--- src/rtl/dly_line_pkg.sv ---
// Shared defaults and width helper for the dly_line delay-line / one-shot block.
package dly_line_pkg;

    localparam int unsigned DEF_TAPS    = 11;
    localparam int unsigned DEF_TAP_CYC = 1;
    localparam int unsigned DEF_CH      = 2;
    localparam int unsigned DEF_PW_CYC  = 2;

    // Counter width able to hold the value pw (pw itself, not pw-1).
    function automatic int unsigned cnt_w(input int unsigned pw);
        return $clog2(pw + 1);
    endfunction

endpackage

--- src/rtl/dly_oneshot.sv ---
// Falling-edge one-shot: emits a PW_CYC-clock pulse, retriggerable when RETRIG is nonzero.
module dly_oneshot
    import dly_line_pkg::*;
#(
    parameter int unsigned PW_CYC = DEF_PW_CYC,
    parameter int unsigned RETRIG = 0
) (
    input  logic clk,
    input  logic rst,
    input  logic trig,
    output logic pulse
);

    localparam int unsigned CNT_W = cnt_w(PW_CYC);

    logic             prev_q;
    logic [CNT_W-1:0] cnt_q;
    logic [CNT_W-1:0] cnt_d;
    logic             fall;

    always_comb begin
        fall  = prev_q & ~trig;
        cnt_d = cnt_q;
        // Non-retriggerable channels only accept an edge on the last pulse cycle or when idle.
        if (fall && ((RETRIG != 0) || (cnt_q <= CNT_W'(1)))) begin
            cnt_d = CNT_W'(PW_CYC);
        end else if (cnt_q != '0) begin
            cnt_d = cnt_q - CNT_W'(1);
        end
    end

    always_ff @(posedge clk or posedge rst) begin
        if (rst) begin
            prev_q <= 1'b0;
            cnt_q  <= '0;
        end else begin
            prev_q <= trig;
            cnt_q  <= cnt_d;
        end
    end

    assign pulse = (cnt_q != '0);

endmodule

--- src/rtl/dly_line.sv ---
// Tapped delay line with CH falling-edge one-shots.
// Optional macro DLY_LINE_IN_SYNC_EN adds two-flop input synchronisers (+2 clocks latency).
module dly_line
    import dly_line_pkg::*;
#(
    parameter int unsigned TAPS    = DEF_TAPS,
    parameter int unsigned TAP_CYC = DEF_TAP_CYC,
    parameter int unsigned CH      = DEF_CH,
    parameter int unsigned PW_CYC  = DEF_PW_CYC,
    parameter int unsigned RETRIG  = 0
) (
    input  logic            clk,
    input  logic            rst,
    input  logic            din,
    output logic [TAPS-1:0] taps,
    input  logic [CH-1:0]   trig,
    output logic [CH-1:0]   pulse
);

    localparam int unsigned STAGES = TAPS * TAP_CYC;

    logic          din_s;
    logic [CH-1:0] trig_s;

`ifdef DLY_LINE_IN_SYNC_EN
    logic          din_meta_q;
    logic          din_sync_q;
    logic [CH-1:0] trig_meta_q;
    logic [CH-1:0] trig_sync_q;

    // Synchronisers reset to the inactive (high) level.
    always_ff @(posedge clk or posedge rst) begin
        if (rst) begin
            din_meta_q  <= 1'b1;
            din_sync_q  <= 1'b1;
            trig_meta_q <= '1;
            trig_sync_q <= '1;
        end else begin
            din_meta_q  <= din;
            din_sync_q  <= din_meta_q;
            trig_meta_q <= trig;
            trig_sync_q <= trig_meta_q;
        end
    end

    assign din_s  = din_sync_q;
    assign trig_s = trig_sync_q;
`else
    assign din_s  = din;
    assign trig_s = trig;
`endif

    logic [STAGES-1:0] sr_q;

    always_ff @(posedge clk or posedge rst) begin
        if (rst) begin
            sr_q <= '0;
        end else begin
            sr_q[0] <= ~din_s;
            for (int i = 1; i < STAGES; i++) begin
                sr_q[i] <= sr_q[i-1];
            end
        end
    end

    for (genvar k = 0; k < TAPS; k++) begin : g_tap
        assign taps[k] = sr_q[(k+1)*TAP_CYC-1];
    end

    for (genvar c = 0; c < CH; c++) begin : g_ch
        dly_oneshot #(
            .PW_CYC (PW_CYC),
            .RETRIG (RETRIG)
        ) u_oneshot (
            .clk   (clk),
            .rst   (rst),
            .trig  (trig_s[c]),
            .pulse (pulse[c])
        );
    end

endmodule

--- config.mk ---
export PLATFORM = sky130hd
export DESIGN_NAME = dly_line
export DESIGN_NICKNAME = d
export VERILOG_FILES = /design/src/rtl/dly_line_pkg.sv /design/src/rtl/dly_oneshot.sv /design/src/rtl/dly_line.sv
export SDC_FILE = /design/constraint.sdc
export NUM_CORES = 1
export LEC_CHECK = 0
export ABC_AREA = 1
export CAP_MARGIN = 20
export CORE_MARGIN = 5
export CORE_UTILIZATION = 47
export CTS_CLUSTER_DIAMETER = 200
export DETAILED_ROUTE_END_ITERATION = 10
export PLACE_DENSITY = 0.79
export SLEW_MARGIN = 20
export SYNTH_ARGS = -nofsm -noshare
export SYNTH_HDL_FRONTEND = slang
export SYNTH_SLANG_ARGS = --single-unit
--- constraint.sdc ---
create_clock -name clk -period 2 [get_ports clk]
set_input_delay 0.3 -clock clk [delete_from_list [all_inputs] [get_ports clk]]
set_output_delay 0.3 -clock clk [all_outputs]
set_load 0.005 [all_outputs]
Yosys cells after proc, flatten, opt, wreduce, memory -nomap -nowiden

Cells that the tools add are included.

Logic and storage cells: 24
Bits in registers: 17
Input port bits: 5

Multiplexer cells: 4
Reductions and logical operators: 6
$add $sub $neg: 2
$lt $le $gt $ge: 2
Bitwise logic cells: 5

Operators with widths:

| operator            | count |
|---|---|
| $mux 2              | 4 |
| $reduce_bool 2->1   | 4 |
| $le 2x1->1 const B  | 2 |
| $sub 2x1->2 const B | 2 |
| $not 1->1           | 3 |
| $and 1x1->1         | 2 |
| $logic_and 1x1->1   | 2 |

Depth between registers and ports, before layout

Gate-level depths: netlist (run 1).

Depth in word-level cells: 4
Mapped depth: 6
Mapped depth without buffers: 6

Cells and area by module

A second synthesis (run 1) with hierarchy kept.

Cells, all modules: 59
Area, all modules: 628.1 um2

Modules (own cells, without submodules):

| module      | cells each | times used | seq. area each (um2) | area each (um2) |
|---|---|---|---|---|
| dly_oneshot | 23         | 2          | 75.1                 | 172.7 |
| dly_line    | 13         | 1          | 275.3                | 282.8 |

Least setup slack after synthesis (run 1)

OpenSTA, ideal clock, no wires.

Kind: flip-flop to output port
From: register g_ch[0].u_oneshot.cnt_q[0]
To: output pulse[0]
Path buffers: 1
Data arrival time: 0.784 ns
Required time: 1.700 ns
Cell stages (with the launch flop): 5
Path slack: 0.916 ns
Cell sequence: dfrtp_1 inv_1 ha_1 inv_1 buf_4

Cells in the longest elaborated chain, start to end: 1

Ends and longest elaborated chain:

| what                   | RTL line          | text |
|---|---|---|
| from (decl)            | dly_oneshot.sv:17 | `logic [CNT_W-1:0] cnt_q;` |
| from (signal assigned) | dly_oneshot.sv:38 | `cnt_q <= cnt_d;` |
| $reduce_bool 2->1      | dly_oneshot.sv:42 | `assign pulse = (cnt_q != '0);` |
| to (decl)              | dly_line.sv:17    | `output logic [CH-1:0] pulse` |

No other way between the ends.

Final worst setup path (run 1)

From: register g_ch[1].u_oneshot.cnt_q[1]
To: output pulse[1]

Cells in the longest elaborated chain, start to end: 1

Ends and longest elaborated chain:

| what                   | RTL line |
|---|---|
| from (decl)            | dly_oneshot.sv:17 |
| from (signal assigned) | dly_oneshot.sv:38 |
| $reduce_bool 2->1      | dly_oneshot.sv:42 |

No other way between the ends.

==> flow_metrics.py, run 1 <==
metrics = {
    "run_status": {
        "status": "completed",
    },
    "detailed_routing": {
        "routedWlPerCell_um": 10.7,
        "postRouteAntennaNets": 0,
        "drcViolationCount": 0,
        "via_per_inst": 4.49,
        "firstDrtPassIters": 4,
        "num_vias": 418,
        "totalWireLength_um": 992,
        "drt_iter0_drc": 13,
    },
    "sta": {
        "setup_violations": 0,
        "finalCritPeriodShare": 0.923,
        "maxSlewViolCount": 0,
        "rsz0062_at_grt": "no",
        "max_slew_margin": 0.607,
        "hold_viol_final": 0,
        "setup_tns_ps": 0,
        "min_period_ps": 1850,
        "finalWorstSetupSlack_ps": 155,
        "fin_skew_ps": 0.627,
        "fmax_mhz": 542,
        "worstMarginPinSlew_ps": 588,
    },
    "clock_tree": {
        "clkTransAtPathRegs_ps": 90,
        "cts.repair.resized": 0,
        "cts_tree": "yes",
        "postCtsSetupBuffers": 0,
        "ctsHoldBuffers": 0,
        "ctsHtreeMaxLevel": 1,
        "cts_buffers": 3,
        "clock-sinks": 17,
        "clk_path_buf_depth": 2,
        "cts_root_buf": "clkbuf_4",
        "clock_latency_ps": 280,
    },
    "synth": {
        "synth_nets": 68,
        "synth.area.mux_share": 0,
        "synth_top_family_by_area": "simple AND/OR/NAND/NOR gates",
        "yosys_warnings": 0,
        "ys_ff_latch": 17,
        "yosysTopAreaCell": "dfrtp_1",
        "postSynthCellCount": 59,
        "yosysSeqAreaShare": 0.669,
        "syn_avg_cell_area_um2": 10.8,
        "synth_fa_ha_area_frac": 0.0787,
        "synth_area_um2": 636,
        "netlist-cell-type-count": 10,
        "ys_top_cells_by_area": "dfrtp_1 67%, nand2_1 8.3%, ha_1 7.9%",
        "synth_top_area_frac": 0.669,
        "synthXorXnorAreaFrac": 0,
        "yosys.area_share.simple": 0.142,
        "synth_compound_area_frac": 0.0157,
    },
    "worst_setup_path": {
        "cp-start-kind": "flop",
        "reg2reg_to": "g_ch[0].u_oneshot.cnt_q[1]",
        "critPathArrivalTime_ps": 1550,
        "startpoint": "g_ch[1].u_oneshot.cnt_q[1]",
        "r2r_start": "g_ch[0].u_oneshot.cnt_q[1]",
        "r2r_cells": 5,
        "crit_end": "pulse[1]",
        "crit_type": "reg -> out",
        "end_kind": "output pin",
        "r2r_slack_ps": 880,
        "cp_max_fo": 4,
        "required_ps": 1700,
    },
    "placement": {
        "pre_cts_ws_ps": 475,
        "place.gp.congestion": 0.756,
        "portBuffers": 17,
        "dp.cells": 89,
        "hpwl_um": 767,
    },
    "layout": {
        "fin_nets": 88,
        "multi_input_area_um2": 150,
        "antennaDiodeCount": 0,
        "seqCellArea_um2": 425,
        "layout_common_cells": "17 x dfrtp_1, 17 x clkdlybuf4s50_1, 14 x nand2_1",
        "fillers": 102,
        "drive_gt1_frac": 0.0897,
        "post_layout_nonfiller_instances": 93,
        "syn_to_final_growth_pct": 31.5,
    },
    "grt": {
        "antenna_found_initial": 0,
        "first_global_vias": 440,
        "grt_remaining_overflow": 0,
        "grt_pass1_wl_um": 1770,
        "grt_max_degree": 18,
        "track_usage": 0.121,
    },
    "pwr": {
        "seqPwrFrac": 0.460,
        "p_sw_w": 0.000320,
        "p_int_w": 0.000642,
        "netSwitchingFraction": 0.333,
        "clockPowerShare": 0.179,
        "power-per-cell-area_nw_per_um2": 1150,
        "pwr-share-comb": 0.362,
        "leakagePower_nw": 0.420,
        "irDropWorstVdd_uv": 621,
    },
    "floorplanning": {
        "dieWidth_um": 46.8,
        "io_pins": 18,
        "initial_utilization": 0.495,
        "design.core.area_um2": 1280,
        "row_count": 13,
        "fp.dieH_um": 46.8,
        "design.die.area_um2": 2190,
    },
    "flow_run": {
        "maxCapViolations": 0,
    },
    "worst_hold_path": {
        "hold_class": "in -> async",
    },
}
## cells by family after synthesis
group,Yosys count
and+or+nand+nor,22
buffers and inverters,14
AOI/OAI and AO/OA,2
DFF,17
adders and majority gates,4
## cells in the mapped netlist, drive strengths merged
library cell,count
buf,2
dfrtp,17
ha,4
inv,12
nand2,14
nand3,2
nor2,6
o21ai,2
## power groups by stage
stage	Sequential (W)	Combinational, W	Clock (W)
2_1_floorplan	0.000442	0.000255	0
3_3_place_gp	0.000445	0.000329	0
3_5_place_dp	0.000447	0.000354	0
4_1_cts	0.000441	0.000354	0.000182
5_1_grt	0.000450	0.000408	0.000204
6_report	0.000442	0.000348	0.000172
## area by class of cell
class                      instances  share of cell area
clock buffer                       4              0.0314
tap                               15              0.0225
inverter                          12              0.0539
timing repair buffer              17               0.204
sequential                        17               0.509
multi-input combinational         28               0.180
## critical path, cell delays in order (launching register included)
cell	delay (ps)
dfrtp_1	400
inv_2	70
ha_1	190
inv_1	100
clkdlybuf4s50_1	510
## registers in the layout, summed over array words and instances (netlist names)
name                   flops
g_ch.u_oneshot.cnt_q       4
taps                      11
g_ch.u_oneshot.prev_q      2
## routing by layer
metal | part of all wire | GRT usage | up-vias
li1 | - | - | 211
met5 | 0 | 0 | -
met1 | 0.44 | 0.134 | 194
met2 | 0.48 | 0.192 | 13
met3 | 0.080 | 0.0460 | 0
met4 | 0 | 0.0829 | 0
## stage by stage
| step | util | hold slack [ps] | area, µm² | power, W |
|---|---|---|---|---|
| finish | 0.650 | 376 | 836 | 0.000962 |
| global route | 0.650 | 398 | 836 | 0.00106 |
| CTS | 0.650 | 383 | 836 | 0.000976 |
| detailed placement | 0.630 | 361 | 810 | 0.000801 |
| global placement | 0.630 | 356 | 810 | 0.000774 |
| floorplan | - | 226 | 636 | 0.000697 |
## worst min path at each step
stage             from                    endpoint  cells past startpoint
2_1_floorplan      rst  g_ch[0].u_oneshot.cnt_q[0]                      1
3_3_place_gp   taps[2]                     taps[3]                      0
3_5_place_dp   taps[3]                     taps[4]                      0
4_1_cts        taps[5]                     taps[6]                      0
5_1_grt        taps[5]                     taps[6]                      0
6_report           rst    g_ch[1].u_oneshot.prev_q                      2
No activity file was read; power rests on OpenSTA's default activity.
==> inputs of run 2 (changes only) <==
--- a/config.mk
+++ b/config.mk
@@ -11,6 +11,7 @@
 export CORE_UTILIZATION = 47
 export CTS_CLUSTER_DIAMETER = 200
 export DETAILED_ROUTE_END_ITERATION = 10
+export GPL_TIMING_DRIVEN = 0
 export PLACE_DENSITY = 0.79
 export SLEW_MARGIN = 20
 export SYNTH_ARGS = -nofsm -noshare
==> run 2 against run 1 <==
  * First-iteration DRC count fell by 77%
  * Sequential share of layout area is 2.6 points lower
  * Combinational power increased by 30%
  * Critical path type unchanged
  * Highest routed layer is now met4
==> flow_metrics.py, run 2 (same netlist as run 1, synthesis figures left out) <==
metrics = {
    "detailed_routing": {
        "routedWlPerCell_um": 11.8,
        "postRouteAntennaNets": 0,
        "totalWireLength_um": 1170,
        "firstDrtPassIters": 3,
        "drt_iter0_drc": 3,
        "drcViolationCount": 0,
        "via_per_inst": 4.73,
        "num_vias": 468,
    },
    "worst_setup_path": {
        "crit_path_max_incr_delay_ps": 480,
        "path_cells": "inv_2, ha_1, inv_2, buf_4, clkdlybuf4s50_1",
        "crit_buf_inv": 4,
        "critPathArrivalTime_ps": 1620,
        "required_ps": 1700,
        "crit_type": "reg -> out",
        "r2r_cells": 7,
        "reg2reg_to": "g_ch[1].u_oneshot.cnt_q[1]",
        "crit_path_frequent_cell": "inv_2",
        "crit_end": "pulse[0]",
        "r2r_start": "g_ch[1].u_oneshot.cnt_q[0]",
        "cp_top_family": "buffers and inverters",
        "timing.critical_path.slowest_stage_cell": "clkdlybuf4s50_1",
        "startpoint": "g_ch[0].u_oneshot.cnt_q[1]",
        "cp_max_fo": 4,
        "r2r_slack_ps": 820,
        "cp-start-kind": "flop",
        "path_depth": 5,
        "end_kind": "output pin",
    },
    "sta": {
        "setup_violations": 0,
        "worstMarginPinSlew_ps": 594,
        "min_period_ps": 1920,
        "fmax_mhz": 522,
        "holdWs_ps": 367,
        "rsz0062_at_grt": "no",
        "finalWorstSetupSlack_ps": 83.4,
        "maxSlewViolCount": 0,
        "fin_skew_ps": 5.00,
        "finalCritPeriodShare": 0.958,
        "setup_tns_ps": 0,
        "max_slew_margin": 0.604,
        "hold_viol_final": 0,
    },
    "grt": {
        "grt_remaining_overflow": 0,
        "first_global_vias": 480,
        "track_usage": 0.136,
        "grt_max_degree": 18,
        "antenna_found_initial": 0,
        "grt_pass1_wl_um": 1930,
    },
    "placement": {
        "portBuffers": 17,
        "place.gp.congestion": 0.790,
        "pre_cts_ws_ps": 368,
        "hpwl_um": 891,
    },
    "pwr": {
        "finalPower_w": 0.00107,
        "p_sw_w": 0.000352,
        "pwr-share-comb": 0.423,
        "clockPowerShare": 0.164,
        "netSwitchingFraction": 0.330,
        "power-per-cell-area_nw_per_um2": 1210,
        "p_int_w": 0.000714,
        "irDropWorstVdd_uv": 605,
        "seqPwrFrac": 0.413,
        "leakagePower_nw": 0.448,
    },
    "floorplanning": {
        "design.core.area_um2": 1280,
        "io_pins": 18,
        "dieWidth_um": 46.8,
        "fp.dieH_um": 46.8,
        "row_count": 13,
        "design.die.area_um2": 2190,
        "initial_utilization": 0.495,
    },
    "layout": {
        "fin_nets": 94,
        "largest_register_ffs": 11,
        "antennaDiodeCount": 0,
        "fillers": 105,
        "drive_gt1_frac": 0.179,
        "utilization": 0.685,
        "layout_common_cells": "17 x dfrtp_1, 17 x clkdlybuf4s50_1, 14 x nand2_1",
        "syn_to_final_growth_pct": 38.6,
        "seqCellArea_um2": 425,
        "multi_input_area_um2": 150,
    },
    "run_status": {
        "status": "completed",
    },
    "clock_tree": {
        "cts_root_buf": "clkbuf_4",
        "clkTransAtPathRegs_ps": 90,
        "ctsHtreeMaxLevel": 1,
        "clock_latency_ps": 290,
        "cts_buffers": 3,
        "ctsHoldBuffers": 0,
        "cts_tree": "yes",
        "clock-sinks": 17,
        "clk_path_buf_depth": 2,
    },
    "worst_hold_path": {
        "hold_class": "in -> async",
    },
    "flow_run": {
        "maxCapViolations": 0,
    },
}
## run 2: cell types whose count changed in the layout (fill, tap and decap cells not counted)
cell / before / now
inv_1: 10 / 8
buf_4: 0 / 6
inv_2: 2 / 4
## run 2: what timing repair did
action	4_1_cts	5_1_grt
gates resized for setup	0	2
buffers inserted	0	4
endpoints found under the setup margin	0	2
## run 2: metrics by stage
stage,std cells,cell area (µm²)
2_1_floorplan,59,636
3_3_place_gp,91,825
3_5_place_dp,91,825
4_1_cts,95,851
5_1_grt,99,881
6_report,99,881
## run 2: power groups by stage
stage                     Combinational (W)  Sequential, W  Clock, W
after floorplan                    0.000255       0.000442         0
after global placement             0.000349       0.000446         0
after detailed placement           0.000383       0.000452         0
after CTS                          0.000385       0.000445  0.000187
after global routing               0.000522       0.000447  0.000201
final                              0.000451       0.000440  0.000175
## run 2: worst min-delay path by stage
stage	startpoint	to	slack, ps
global placement	taps[2]	taps[3]	360
CTS	rst	taps[1]	380
finish	rst	g_ch[1].u_oneshot.prev_q	370
detailed placement	taps[7]	taps[8]	370
global route	taps[6]	taps[7]	390
floorplan	rst	g_ch[0].u_oneshot.cnt_q[0]	230
## run 2: metal layers
layer	part of all wire	track usage	vias to the layer above
met5	0	0	-
met4	0.032	0.133	0
met3	0.073	0.0307	4
met2	0.53	0.233	15
met1	0.37	0.131	229
li1	-	-	220
## run 2: worst register-to-register path, cell delays in order (launching register included)
cell and delay [ps]:
dfrtp_1 390, buf_4 140, buf_4 120, ha_1 210, inv_1 60, nand2_1 40, nand3_1 60, nand2_1 50
## run 2: final cells by class
cell class              count  area share
flip-flops and latches     17       0.483
repair buffers             21       0.227
multi-input cells          28       0.170
inverters                  12      0.0511
clock buffers               4      0.0298
well taps                  15      0.0213
plain buffers               2      0.0170
==> inputs of run 3 (changes only) <==
--- a/config.mk
+++ b/config.mk
@@ -7,13 +7,13 @@
 export LEC_CHECK = 0
 export ABC_AREA = 1
 export CAP_MARGIN = 20
-export CORE_MARGIN = 5
-export CORE_UTILIZATION = 47
+export CORE_MARGIN = 2
+export CORE_UTILIZATION = 45
 export CTS_CLUSTER_DIAMETER = 200
 export DETAILED_ROUTE_END_ITERATION = 10
 export GPL_TIMING_DRIVEN = 0
-export PLACE_DENSITY = 0.79
-export SLEW_MARGIN = 20
+export PLACE_DENSITY = 0.76
+export SLEW_MARGIN = 25
 export SYNTH_ARGS = -nofsm -noshare
 export SYNTH_HDL_FRONTEND = slang
 export SYNTH_SLANG_ARGS = --single-unit
==> run 3 against run 2 <==
  * Critical path depth unchanged
  * Flip-flop and latch count did not move
  * Non-clock buffer count fell by 3
  * Hold slack gained 6.9 ps
  * Largest cell class unchanged
  * Sequential power about the same
  * Fmax increased by 0.48%
  * Register-to-register slack improved by 110 ps
  * Global-route usage is 0.40 points lower
==> flow_metrics.py, run 3 (same netlist as run 1, synthesis figures left out) <==
metrics = {
    "floorplanning": {
        "io_pins": 18,
        "fp.dieH_um": 41.6,
        "design.die.area_um2": 1730,
        "initial_utilization": 0.482,
        "dieWidth_um": 41.6,
        "row_count": 13,
        "design.core.area_um2": 1320,
    },
    "sta": {
        "worstMarginPinSlew_ps": 591,
        "maxSlewViolCount": 0,
        "finalCritPeriodShare": 0.954,
        "min_period_ps": 1910,
        "rsz0062_at_grt": "no",
        "setup_violations": 0,
        "hold_viol_final": 0,
        "fin_skew_ps": 2.72,
        "finalWorstSetupSlack_ps": 92.6,
        "setup_tns_ps": 0,
        "fmax_mhz": 524,
        "max_slew_margin": 0.606,
    },
    "layout": {
        "layout_common_cells": "17 x dfrtp_1, 17 x clkdlybuf4s50_1, 14 x nand2_1",
        "final_area_um2": 858,
        "fillers": 102,
        "drive_gt1_frac": 0.148,
        "largest_register_ffs": 11,
        "syn_to_final_growth_pct": 35.0,
        "fin_nets": 91,
        "post_layout_nonfiller_instances": 96,
        "antennaDiodeCount": 0,
    },
    "grt": {
        "first_global_vias": 404,
        "grt_pass1_wl_um": 1650,
        "antenna_found_initial": 0,
        "grt_max_degree": 18,
        "track_usage": 0.132,
        "grt_remaining_overflow": 0,
    },
    "placement": {
        "dpl_cell_area_um2": 825,
        "hpwl_um": 741,
        "place.gp.congestion": 0.753,
        "pre_cts_ws_ps": 371,
        "portBuffers": 17,
        "dp.cells": 91,
    },
    "clock_tree": {
        "ctsHoldBuffers": 0,
        "clock-sinks": 17,
        "cts_tree": "yes",
        "cts_buffers": 3,
        "clock_latency_ps": 290,
        "clkTransAtPathRegs_ps": 90,
        "cts_root_buf": "clkbuf_4",
        "ctsHtreeMaxLevel": 1,
        "clk_path_buf_depth": 2,
    },
    "detailed_routing": {
        "totalWireLength_um": 965,
        "num_vias": 436,
        "postRouteAntennaNets": 0,
        "routedWlPerCell_um": 10.1,
        "firstDrtPassIters": 4,
        "drcViolationCount": 0,
        "via_per_inst": 4.54,
        "drt_iter0_drc": 1,
    },
    "flow_run": {
        "maxCapViolations": 0,
    },
    "pwr": {
        "power-per-cell-area_nw_per_um2": 1170,
        "finalPower_w": 0.00101,
        "irDropWorstVdd_uv": 545,
        "leakagePower_nw": 0.434,
    },
    "worst_hold_path": {
        "hold_class": "in -> async",
    },
    "worst_setup_path": {
        "cp-start-kind": "flop",
        "cp_max_fo": 4,
        "required_ps": 1700,
        "r2r_slack_ps": 930,
        "critPathArrivalTime_ps": 1610,
        "end_kind": "output pin",
        "crit_type": "reg -> out",
    },
    "run_status": {
        "status": "completed",
    },
}
## run 3: cell count changes in the layout (fill, tap and decap cells not counted)
cell and delta:
buf_4 -3
## run 3: critical path, stage by stage (launching register included)
cell and delay, ps:
dfrtp_1 390, inv_2 70, ha_1 200, inv_2 80, buf_4 100, clkdlybuf4s50_1 490
## run 3: worst paths after layout
kind,from,depth (start not counted),end
hold / removal,rst,2,taps[3]
hold reg to reg,taps[5],0,taps[6]
setup reg to reg,g_ch[0].u_oneshot.cnt_q[0],6,g_ch[0].u_oneshot.cnt_q[1]
setup / recovery,g_ch[1].u_oneshot.cnt_q[1],5,pulse[1]
max in group asynchronous,rst,2,taps[7]
min in group clk,taps[5],0,taps[6]
## run 3: what timing repair did
item                       CTS  global route
setup buffers                0             1
setup endpoints to repair    0             2
gates resized for setup      0             2
## run 3: metal layers
metal  GRT usage  up-vias  share of wire
li1            -      214              -
met1       0.150      200           0.41
met2       0.194       17           0.48
met3      0.0478        5          0.066
met4       0.116        0          0.041
met5           0        -              0
## run 3: final cells by class
class | instances | area, µm² | share of cell area
clock buffer | 4 | 26.3 | 0.0306
buffer | 2 | 15.0 | 0.0175
multi-input combinational | 28 | 150 | 0.175
tap | 15 | 18.8 | 0.0219
sequential | 17 | 425 | 0.496
inverter | 12 | 45.0 | 0.0525
timing repair buffer | 18 | 178 | 0.207
## run 3: stage by stage
stage                     hold slack [ps]   util
after global placement                356  0.626
after detailed placement              363  0.626
after global routing                  394  0.651
after CTS                             385  0.646
final                                 374  0.651
after floorplan                       226      -
## run 3: where the power goes
group / internal [W] / total [W] / switching (W) / leakage [nW]
Combinational: 0.000198 / 0.000388 / 0.000190 / 0.222
Sequential: 0.000401 / 0.000439 / 0.0000380 / 0.197
Clock: 0.0000776 / 0.000179 / 0.000101 / 0.0150
